**src/rtl/lv1a_pipeline_gen.sv**
```systemverilog
// lv1a pre-trigger pipeline: merges masked trigger lines into lv1a accepts,
// gates/inhibits/rejects them, emits the pre-lv1 pulse and, after a
// programmable delay, hands the buffered event data to the lv1b type block.
module lv1a_pipeline_gen #(
  parameter int N_INT  = 8,
  parameter int N_EXT  = 4,
  parameter int PIPE   = 512,
  parameter int DEPTH  = 16,
  parameter int ID_W   = 10,
  parameter int TS_W   = 32,
  parameter int PLV1_W = 3,
  localparam int DW    = $clog2(PIPE),
  localparam int TW    = N_INT + N_EXT + 1,
  localparam int AW    = $clog2(DEPTH)
) (
  input  logic              clk,
  input  logic              rst,
  input  logic              in_live,
  input  logic [N_INT-1:0]  in_int_lv1a,
  input  logic [N_EXT-1:0]  in_ext_lv1a,
  input  logic              in_delta_lv1a,
  input  logic [N_INT-1:0]  int_mask,
  input  logic [N_EXT-1:0]  ext_mask,
  input  logic [7:0]        gate_len,
  input  logic [DW-1:0]     delay_lv1b_req,
  input  logic [TS_W-1:0]   in_timestamp,
  input  logic              in_lv1_inhibit,
  output logic              out_plv1,
  output logic              out_lv1b_req,
  output logic [ID_W-1:0]   out_event_id,
  output logic [TW-1:0]     out_trig_word,
  output logic [TS_W-1:0]   out_timestamp,
  output logic [31:0]       lv1a_cnt,
  output logic [31:0]       rej_gate_cnt,
  output logic [31:0]       rej_inh_cnt,
  output logic [31:0]       rej_full_cnt,
  output logic              underflow_err
);

  typedef struct packed {
    logic [TW-1:0]   trig;
    logic [TS_W-1:0] ts;
    logic [ID_W-1:0] id;
  } evt_t;

  localparam logic [AW:0] FULL_CNT = (AW+1)'(DEPTH);

  // counter slots: 0 accepts, 1 gate, 2 inhibit, 3 full
  logic [3:0][31:0] cnt_q, cnt_d;
  logic [PIPE-1:0]  vld_pipe_q, vld_pipe_d;
  logic [7:0]       gate_cnt_q, gate_cnt_d;
  logic [ID_W-1:0]  evt_id_q, evt_id_d;
  logic [AW-1:0]    wr_ptr_q, wr_ptr_d, rd_ptr_q, rd_ptr_d;
  logic [AW:0]      fcnt_q, fcnt_d;
  logic             live_q, plv1_q, plv1_d, req_q, req_d, uflow_q, uflow_d;
  evt_t             out_evt_q, out_evt_d;
  evt_t             mem [DEPTH];

  logic             rise, req, gate_blk, acc, rej_gate, rej_inh, rej_full;
  logic             tap, empty, bypass, pop, wr;
  logic [DW-1:0]    d_eff;
  logic [3:0]       inc;
  evt_t             push_evt, head;

  function automatic logic [31:0] sat_inc(input logic [31:0] v, input logic en);
    return (en && v != 32'hFFFF_FFFF) ? v + 32'd1 : v;
  endfunction

  // accept/reject decision, pipeline shift, FIFO bookkeeping and counters
  always_comb begin
    rise     = in_live & ~live_q;
    req      = in_live & ((|(in_int_lv1a & int_mask)) | (|(in_ext_lv1a & ext_mask)) | in_delta_lv1a);
    gate_blk = (gate_cnt_q != 8'd0);
    rej_gate = req & gate_blk;
    rej_inh  = req & ~gate_blk & in_lv1_inhibit;
    rej_full = req & ~gate_blk & ~in_lv1_inhibit & (fcnt_q == FULL_CNT);
    acc      = req & ~gate_blk & ~in_lv1_inhibit & (fcnt_q != FULL_CNT);
    inc      = {rej_full, rej_inh, rej_gate, acc};

    vld_pipe_d = in_live ? {vld_pipe_q[PIPE-2:0], acc} : '0;
    d_eff      = (delay_lv1b_req == '0) ? DW'(1) : delay_lv1b_req;
    tap        = vld_pipe_d[d_eff - 1'b1];

    push_evt = '{trig: {in_delta_lv1a, in_ext_lv1a, in_int_lv1a}, ts: in_timestamp, id: evt_id_q};
    empty    = (fcnt_q == '0);
    // delay of 1 with an empty FIFO: hand the pushing event straight through
    bypass   = tap & empty & acc;
    pop      = tap & ~empty;
    wr       = acc & ~bypass;
    head     = bypass ? push_evt : mem[rd_ptr_q];

    fcnt_d   = in_live ? fcnt_q + (AW+1)'(wr) - (AW+1)'(pop) : '0;
    wr_ptr_d = in_live ? wr_ptr_q + AW'(wr) : '0;
    rd_ptr_d = in_live ? rd_ptr_q + AW'(pop) : '0;
    evt_id_d = in_live ? evt_id_q + ID_W'(acc) : '0;

    gate_cnt_d = gate_cnt_q;
    if (!in_live)               gate_cnt_d = '0;
    else if (acc)               gate_cnt_d = (gate_len == 8'd0) ? 8'd0 : gate_len - 8'd1;
    else if (gate_cnt_q != '0)  gate_cnt_d = gate_cnt_q - 8'd1;

    plv1_d    = in_live & (|vld_pipe_d[PLV1_W-1:0]);
    req_d     = pop | bypass;
    out_evt_d = (pop | bypass) ? head : out_evt_q;

    for (int i = 0; i < 4; i++)
      cnt_d[i] = sat_inc(rise ? 32'd0 : cnt_q[i], inc[i]);
    uflow_d = (rise ? 1'b0 : uflow_q) | (tap & empty & ~acc);
  end

  // state registers
  always_ff @(posedge clk or posedge rst) begin
    if (rst) begin
      cnt_q      <= '0;
      vld_pipe_q <= '0;
      gate_cnt_q <= '0;
      evt_id_q   <= '0;
      wr_ptr_q   <= '0;
      rd_ptr_q   <= '0;
      fcnt_q     <= '0;
      live_q     <= 1'b0;
      plv1_q     <= 1'b0;
      req_q      <= 1'b0;
      uflow_q    <= 1'b0;
      out_evt_q  <= '0;
    end else begin
      cnt_q      <= cnt_d;
      vld_pipe_q <= vld_pipe_d;
      gate_cnt_q <= gate_cnt_d;
      evt_id_q   <= evt_id_d;
      wr_ptr_q   <= wr_ptr_d;
      rd_ptr_q   <= rd_ptr_d;
      fcnt_q     <= fcnt_d;
      live_q     <= in_live;
      plv1_q     <= plv1_d;
      req_q      <= req_d;
      uflow_q    <= uflow_d;
      out_evt_q  <= out_evt_d;
    end
  end

  // event storage; contents are don't-care until written
  always_ff @(posedge clk) begin
    if (wr) mem[wr_ptr_q] <= push_evt;
  end

  assign out_plv1      = plv1_q;
  assign out_lv1b_req  = req_q;
  assign out_event_id  = out_evt_q.id;
  assign out_trig_word = out_evt_q.trig;
  assign out_timestamp = out_evt_q.ts;
  assign lv1a_cnt      = cnt_q[0];
  assign rej_gate_cnt  = cnt_q[1];
  assign rej_inh_cnt   = cnt_q[2];
  assign rej_full_cnt  = cnt_q[3];
  assign underflow_err = uflow_q;

endmodule

```
**config.mk**
```make
export PLATFORM = sky130hd
export DESIGN_NAME = lv1a_pipeline_gen
export DESIGN_NICKNAME = d
export VERILOG_FILES = /design/src/rtl/lv1a_pipeline_gen.sv
export SDC_FILE = /design/constraint.sdc
export NUM_CORES = 2
export LEC_CHECK = 0
export CORE_MARGIN = 5
export CORE_UTILIZATION = 40
export CTS_BUF_LIST = sky130_fd_sc_hd__clkbuf_2 sky130_fd_sc_hd__clkbuf_4 sky130_fd_sc_hd__clkbuf_8
export CTS_CLUSTER_SIZE = 12
export DETAILED_ROUTE_END_ITERATION = 10
export GPL_TIMING_DRIVEN = 0
export SYNTH_ARGS = -nofsm -noshare
export SYNTH_HDL_FRONTEND = slang
export SYNTH_SLANG_ARGS = --single-unit
```
**constraint.sdc**
```tcl
create_clock -name clk -period 22.2 [get_ports clk]
set_input_delay 2.22 -clock clk [delete_from_list [all_inputs] [get_ports clk]]
set_output_delay 2.22 -clock clk [all_outputs]
set_load 0.02 [all_outputs]
```
Word level (Yosys, flattened, before mapping):

Memory sizes are Yosys's and may differ from the RTL's.
Cells that the tools add are included.

* flip-flop bits (word level): 729
* memory bits (writable): 880
* output and inout bits: 186
* word-level logic and storage cells: 99
* memories: 1

Memories
* mem: depth 16, width 55, read ports 1, clocked after memory_dff 0, wr ports 1, line 57 `evt_t mem [DEPTH];`

* add/subtract/negate cells: 12
* $lt $le $gt $ge: 1
* equality and inequality tests: 7
* muxes and demuxes: 24
* bitwise gates (word level): 26
* reduce and logical (&&, ||, !) cells: 11

Operators with widths (number)
* two-way mux 512 bit: 1
* two-way mux 32 bit: 8
* adder 32 x 1 -> 32 bit, second input constant: 4
* inequality test 32 bit, second input constant: 4
* two-way mux 55 bit: 1
* two-way mux 8 bit: 4
* subtractor 8 x 1 -> 8 bit, second input constant: 2
* AND 1 bit: 14
* adder 10 x 1 -> 10 bit: 1
* < comparator 9 x 10 -> 1 bit, second input constant: 1
* two-way mux 10 bit: 1
* binary-select mux 1 bit (select 9 bit): 1
* zero test 9 bit: 1
* two-way mux 9 bit: 1
* subtractor 9 x 1 -> 9 bit, second input constant: 1
* adder 4 x 1 -> 4 bit: 2
* AND 8 bit: 1
* zero test 8 bit: 1
* two-way mux 4 bit: 2
* nonzero test 8 bit: 1
* OR reduction 8 bit: 1
* inverter 1 bit: 6
* adder 5 x 1 -> 5 bit: 1
* == test 5 bit, second input constant: 1
* other kinds (11): 20

Depth between registers and ports, before layout:

* word-level depth: 18
* depth in mapped cells: 30
* mapped depth without buffers: 22

Worst setup path after synthesis:

Ideal clock, no wire load.

* path kind: input -> register
* start: input port delay_lv1b_req[1]
* end: memory mem[9][0] (netlist bit) (enable)
* library setup time: 0.763 ns
* arrival time: 14.804 ns
* data required time: 21.437 ns
* slack: 6.633 ns
* stages on the path: 19
* path through: or4_1 > buf_2 > o21ai_4 > inv_4 > buf_2 > clkbuf_1 > ha_1 > buf_2 > xor2_1 > buf_2 > clkbuf_1 > clkbuf_1 > nor2_1 > and2_1 > o41ai_1 > o221ai_1 > a21oi_2 > a21oi_2 > a2111oi_0

* cells in the longest elaborated chain, start to end: 11

Ends and longest elaborated chain
* from (decl): line 25 `input logic [DW-1:0] delay_lv1b_req,`
* zero test 9 bit: line 81 `d_eff = (delay_lv1b_req == '0) ? DW'(1) : delay_lv1b_req;`
* two-way mux 9 bit *: line 81
* subtractor 9 x 1 -> 9 bit *: line 82 `tap = vld_pipe_d[d_eff - 1'b1];`
* binary-select mux 1 bit (select 9 bit) *: line 82
* two-way mux 1 bit (implied by the code) *: line 82
* AND 1 bit * (2 in series): line 87 `bypass = tap & empty & acc;`
* inverter 1 bit *: line 89 `wr = acc & ~bypass;`
* AND 1 bit *: line 89
* two-way mux 1 bit *: line 144 `if (wr) mem[wr_ptr_q] <= push_evt;`
* two-way mux 1 bit (implied by the code) *: line 144
* to (decl): line 57

Mark *: on every way between the ends. The rest lies on a longest branch, timed or not. The select of a mux whose other input is x is not followed.

Worst setup path after layout:

* start: input port delay_lv1b_req[5]
* end: memory mem[12][28] (netlist bit) (enable)

The elaborated chain is that of the path after synthesis.

==> summary.txt <==
Run status
  • Status: finished, final reports clean

GRT
  • Vias in the first global route: 40980
  • Initial antenna violation count: 13
  • Global-route wire length before repair: 283 mm
  • Gr ovfl total: 0
  • Largest net degree at the start of global routing: 44
  • Total GRT Usage: 22.1%

Clocking
  • Clock root buffer: clkbuf_8
  • CTS tree: done
  • Clock transition at the registers of the reported paths: 0.06 ns
  • Hold buffer count at CTS: 0
  • CTS Buf Count: 284
  • H-tree Lvls: 5
  • CTS Buffer Depth: 4
  • Setup bufs post-CTS: 0
  • Insertion delay to the later sink of the worst-skew pair: 1.01 ns
  • CTS sink count: 1609
  • # resized after CTS: 0

Pwr
  • Leak: 29.9 nW
  • Peak VDD IR: 0.0000738 V
  • Power per cell area: 96.2 nW/µm²

Detailed routing
  • Routed Antenna Nets: 0
  • WL final: 192 mm
  • TritonRoute pass-1 iters: 8
  • Iteration-0 DRC Markers: 3981
  • Drt via density: 5.51
  • Post-DR wirelength/cell: 26.7 µm
  • Vias: 39684
  • DRC: 0

Synthesis
  • XOR/XNOR Fraction of Synth Area: 1.96%
  • Post-Syn Area per Cell: 15.9 µm²
  • Yosys warns: 0
  • Mapped Cells: 4118
  • Post-synth top flop: edfxtp_1
  • Number of flops mapped to enable cells by yosys: 880
  • Cell area after synthesis: 65500 µm²
  • Seq cells post-synth: 1609
  • Adder-Cell Fraction of Synth Area: 0.412%
  • Post-synthesis simple-gate area fraction: 9.97%
  • Complex-gate fraction of the synthesized area: 5.12%
  • Mapped Nets: 4217
  • Largest family of logic cells by synthesized area: multiplexers
  • Multiplexer share of the synthesized area: 12.5%
  • Distinct cells, synth: 93
  • Synth async-reset ratio: 45.3%
  • Sequential share of the synthesized area: 68.2%

Critical path
  • Critical Path Fanout Max: 10
  • Worst setup SP type: input port
  • Worst Path Class, Setup: in2reg
  • Crit. End Element: register
  • Crit path DAT: 11.54 ns
  • CP Data Required Time: 22.88 ns

Place
  • Total placed cells including tap cells: 6706
  • Routability Congestion: 0.877
  • DP HPWL: 133 mm
  • Buffers on Ports: 263

Hold path
  • Hold Path Class: reg2reg

Timing
  • Max_slew headroom: 13.9%
  • Endpoints failing setup: 0
  • Final Hold Vio Count: 0
  • RSZ-0062 raised after global routing: false
  • Worst-Margin Slew: 1.29 ns
  • Post-layout min period: 10.86 ns
  • Slew Limit Fails: 0
  • Tcrit/Tclk final: 48.9%
  • Fin Hold WS: 0.427 ns
  • Achievable Freq: 92.1 MHz
  • Clk_skew: 0.0660 ns

Finish
  • Fill cells: 13924
  • Fraction of layout cells with a size suffix above 1: 20.9%
  • Final Net Count: 4917
  • Fin cells: 7201
  • Layout area overhead: 20.0%

Floorplan
  • Starting Density: 40.3%
  • Die ar.: 172000 µm²
  • Die Y: 415 µm
  • Core Area: 163000 µm²
  • I/O pin count: 264
  • Row Count: 148
  • Die width: 415 µm

Flow run
  • Max Cap Viol: 0
[kinds of logic after synthesis]
kind of cell	count (synthesis)
flip-flops	1609
AND/OR/NAND/NOR	1195
multiplexers	441
AO/OA/AOI/OAI	432
buffers and inverters	274
XOR/XNOR	146
adder cells (fa/ha/maj)	21
[state kept, by name, indices dropped and copies added, names as in the netlist, 4 cells and up]
name           cells
rej_full_cnt      32
lv1a_cnt          32
rej_gate_cnt      32
vld_pipe_q       511
mem              880
rd_ptr_q           4
wr_ptr_q           4
rej_inh_cnt       32
fcnt_q             5
out_timestamp     32
out_trig_word     13
out_event_id      10
evt_id_q          10
gate_cnt_q         8
[through the flow]
stage | setup TNS [ns] | worst slack [ns] | utilization [%] | power (W) | area, µm²
after floorplan | 0 | 6.63 | - | 0.00425 | 65500
after global placement | -1038.27 | -8.37 | 43.6 | 0.00481 | 70900
after detailed placement | 0 | 10.50 | 44.8 | 0.00483 | 72900
after CTS | 0 | 11.54 | 48.3 | 0.00764 | 78600
after global routing | 0 | 11.22 | 48.3 | 0.00786 | 78600
final | 0 | 11.34 | 48.3 | 0.00757 | 78600
[metal layers]
metal	part of all wire, %	GRT usage, %	up-vias	wire length (µm)
met1	42	30.2	20883	80900
met5	0.014	0	-	27
met4	3.3	7.45	4	6420
met3	5.9	3.83	375	11400
li1	-	-	16919	-
met2	49	36.2	1503	93600
[worst max-delay path, cell delays in order]
cell	delay (ns)
clkdlybuf4s50_1	0.65
or4_1	0.67
o21ai_4	0.55
inv_4	0.22
buf_2	0.35
clkbuf_1	0.46
ha_1	0.54
clkbuf_1	0.62
clkbuf_1	0.88
clkbuf_1	0.87
mux4_2	0.47
a22oi_1	0.16
nand4_1	0.12
a21o_1	0.23
a21oi_2	0.36
a21oi_2	0.19
buf_4	0.27
a2111oi_2	0.67
buf_4	0.29
buf_4	0.17
buf_4	0.18
buf_4	0.17
buf_4	0.18
[area by class of cell]
| cell class | instances | area [µm²] | area share [%] |
|---|---|---|---|
| Sequential cell | 1609 | 44700 | 56.8 |
| Multi-Input combinational cell | 2235 | 19800 | 25.2 |
| Clock buffer | 443 | 5390 | 6.85 |
| Timing Repair Buffer | 414 | 4430 | 5.63 |
| Tap cell | 2175 | 2720 | 3.46 |
| Buffer | 234 | 1090 | 1.39 |
| Clock inverter | 43 | 348 | 0.442 |
| Inverter | 40 | 156 | 0.199 |
| Antenna cell | 8 | 20.0 | 0.0255 |
[where the power goes]
group	internal (W)	switching, W
clock network	0.00160	0.00120
logic	0.000628	0.000834
registers	0.00323	0.0000674
[cell usage in the layout (no fill, tap or decap), drive strengths merged, types with 20 or more instances in the layout]
master,instances
a221oi,27
mux2,21
mux4,298
a22oi,28
mux2i,122
and2,548
xor2,91
and3,30
or3,20
clkdlybuf4s50,263
nor2,145
o21ai,81
dfrtp,729
edfxtp,880
xnor2,55
nor3,21
clkbuf,613
nor4,23
a2bb2oi,57
ha,20
nand2,212
buf,215
a21oi,68
inv,38
clkinv,35
nand4,29
o22ai,64
nand3,95
[Yosys cell counts (18+ instances only)]
cell	number	area share (%)
clkbuf_1	170	0.97
edfxtp_1	880	40
a2bb2oi_2	40	0.92
nand2b_1	18	0.17
o21ai_0	76	0.58
and2_1	546	5.2
mux4_2	294	10
a21oi_1	66	0.50
nor2_1	145	0.83
dfrtp_1	729	28
o22ai_1	64	0.61
ha_1	20	0.38
a22oi_1	28	0.32
mux2i_1	122	1.9
a211oi_1	18	0.21
xor2_1	91	1.2
mux2_2	20	0.34
nor4_1	22	0.21
nand2_1	211	1.2
inv_1	38	0.22
nor3_1	21	0.16
buf_1	25	0.14
or3_1	20	0.19
nand3_1	95	0.73
nand4_1	29	0.28
and3_1	30	0.29
xnor2_1	54	0.72
a221oi_1	26	0.35
[final timing paths]
check	end	startpoint	slack, ns	cells past startpoint
max in group asynchronous	gate_cnt_q[7]	rst	18.45	8
min in group asynchronous	vld_pipe_q[510]	rst	1.71	2
hold / removal	vld_pipe_q[133]	vld_pipe_q[132]	0.43	1
setup reg to reg	fcnt_q[4]	gate_cnt_q[3]	15.63	20
hold reg to reg	vld_pipe_q[133]	vld_pipe_q[132]	0.43	1
setup / recovery	mem[12][28]	delay_lv1b_req[5]	11.34	23
Note: power is estimated with default switching activity, not from simulation.
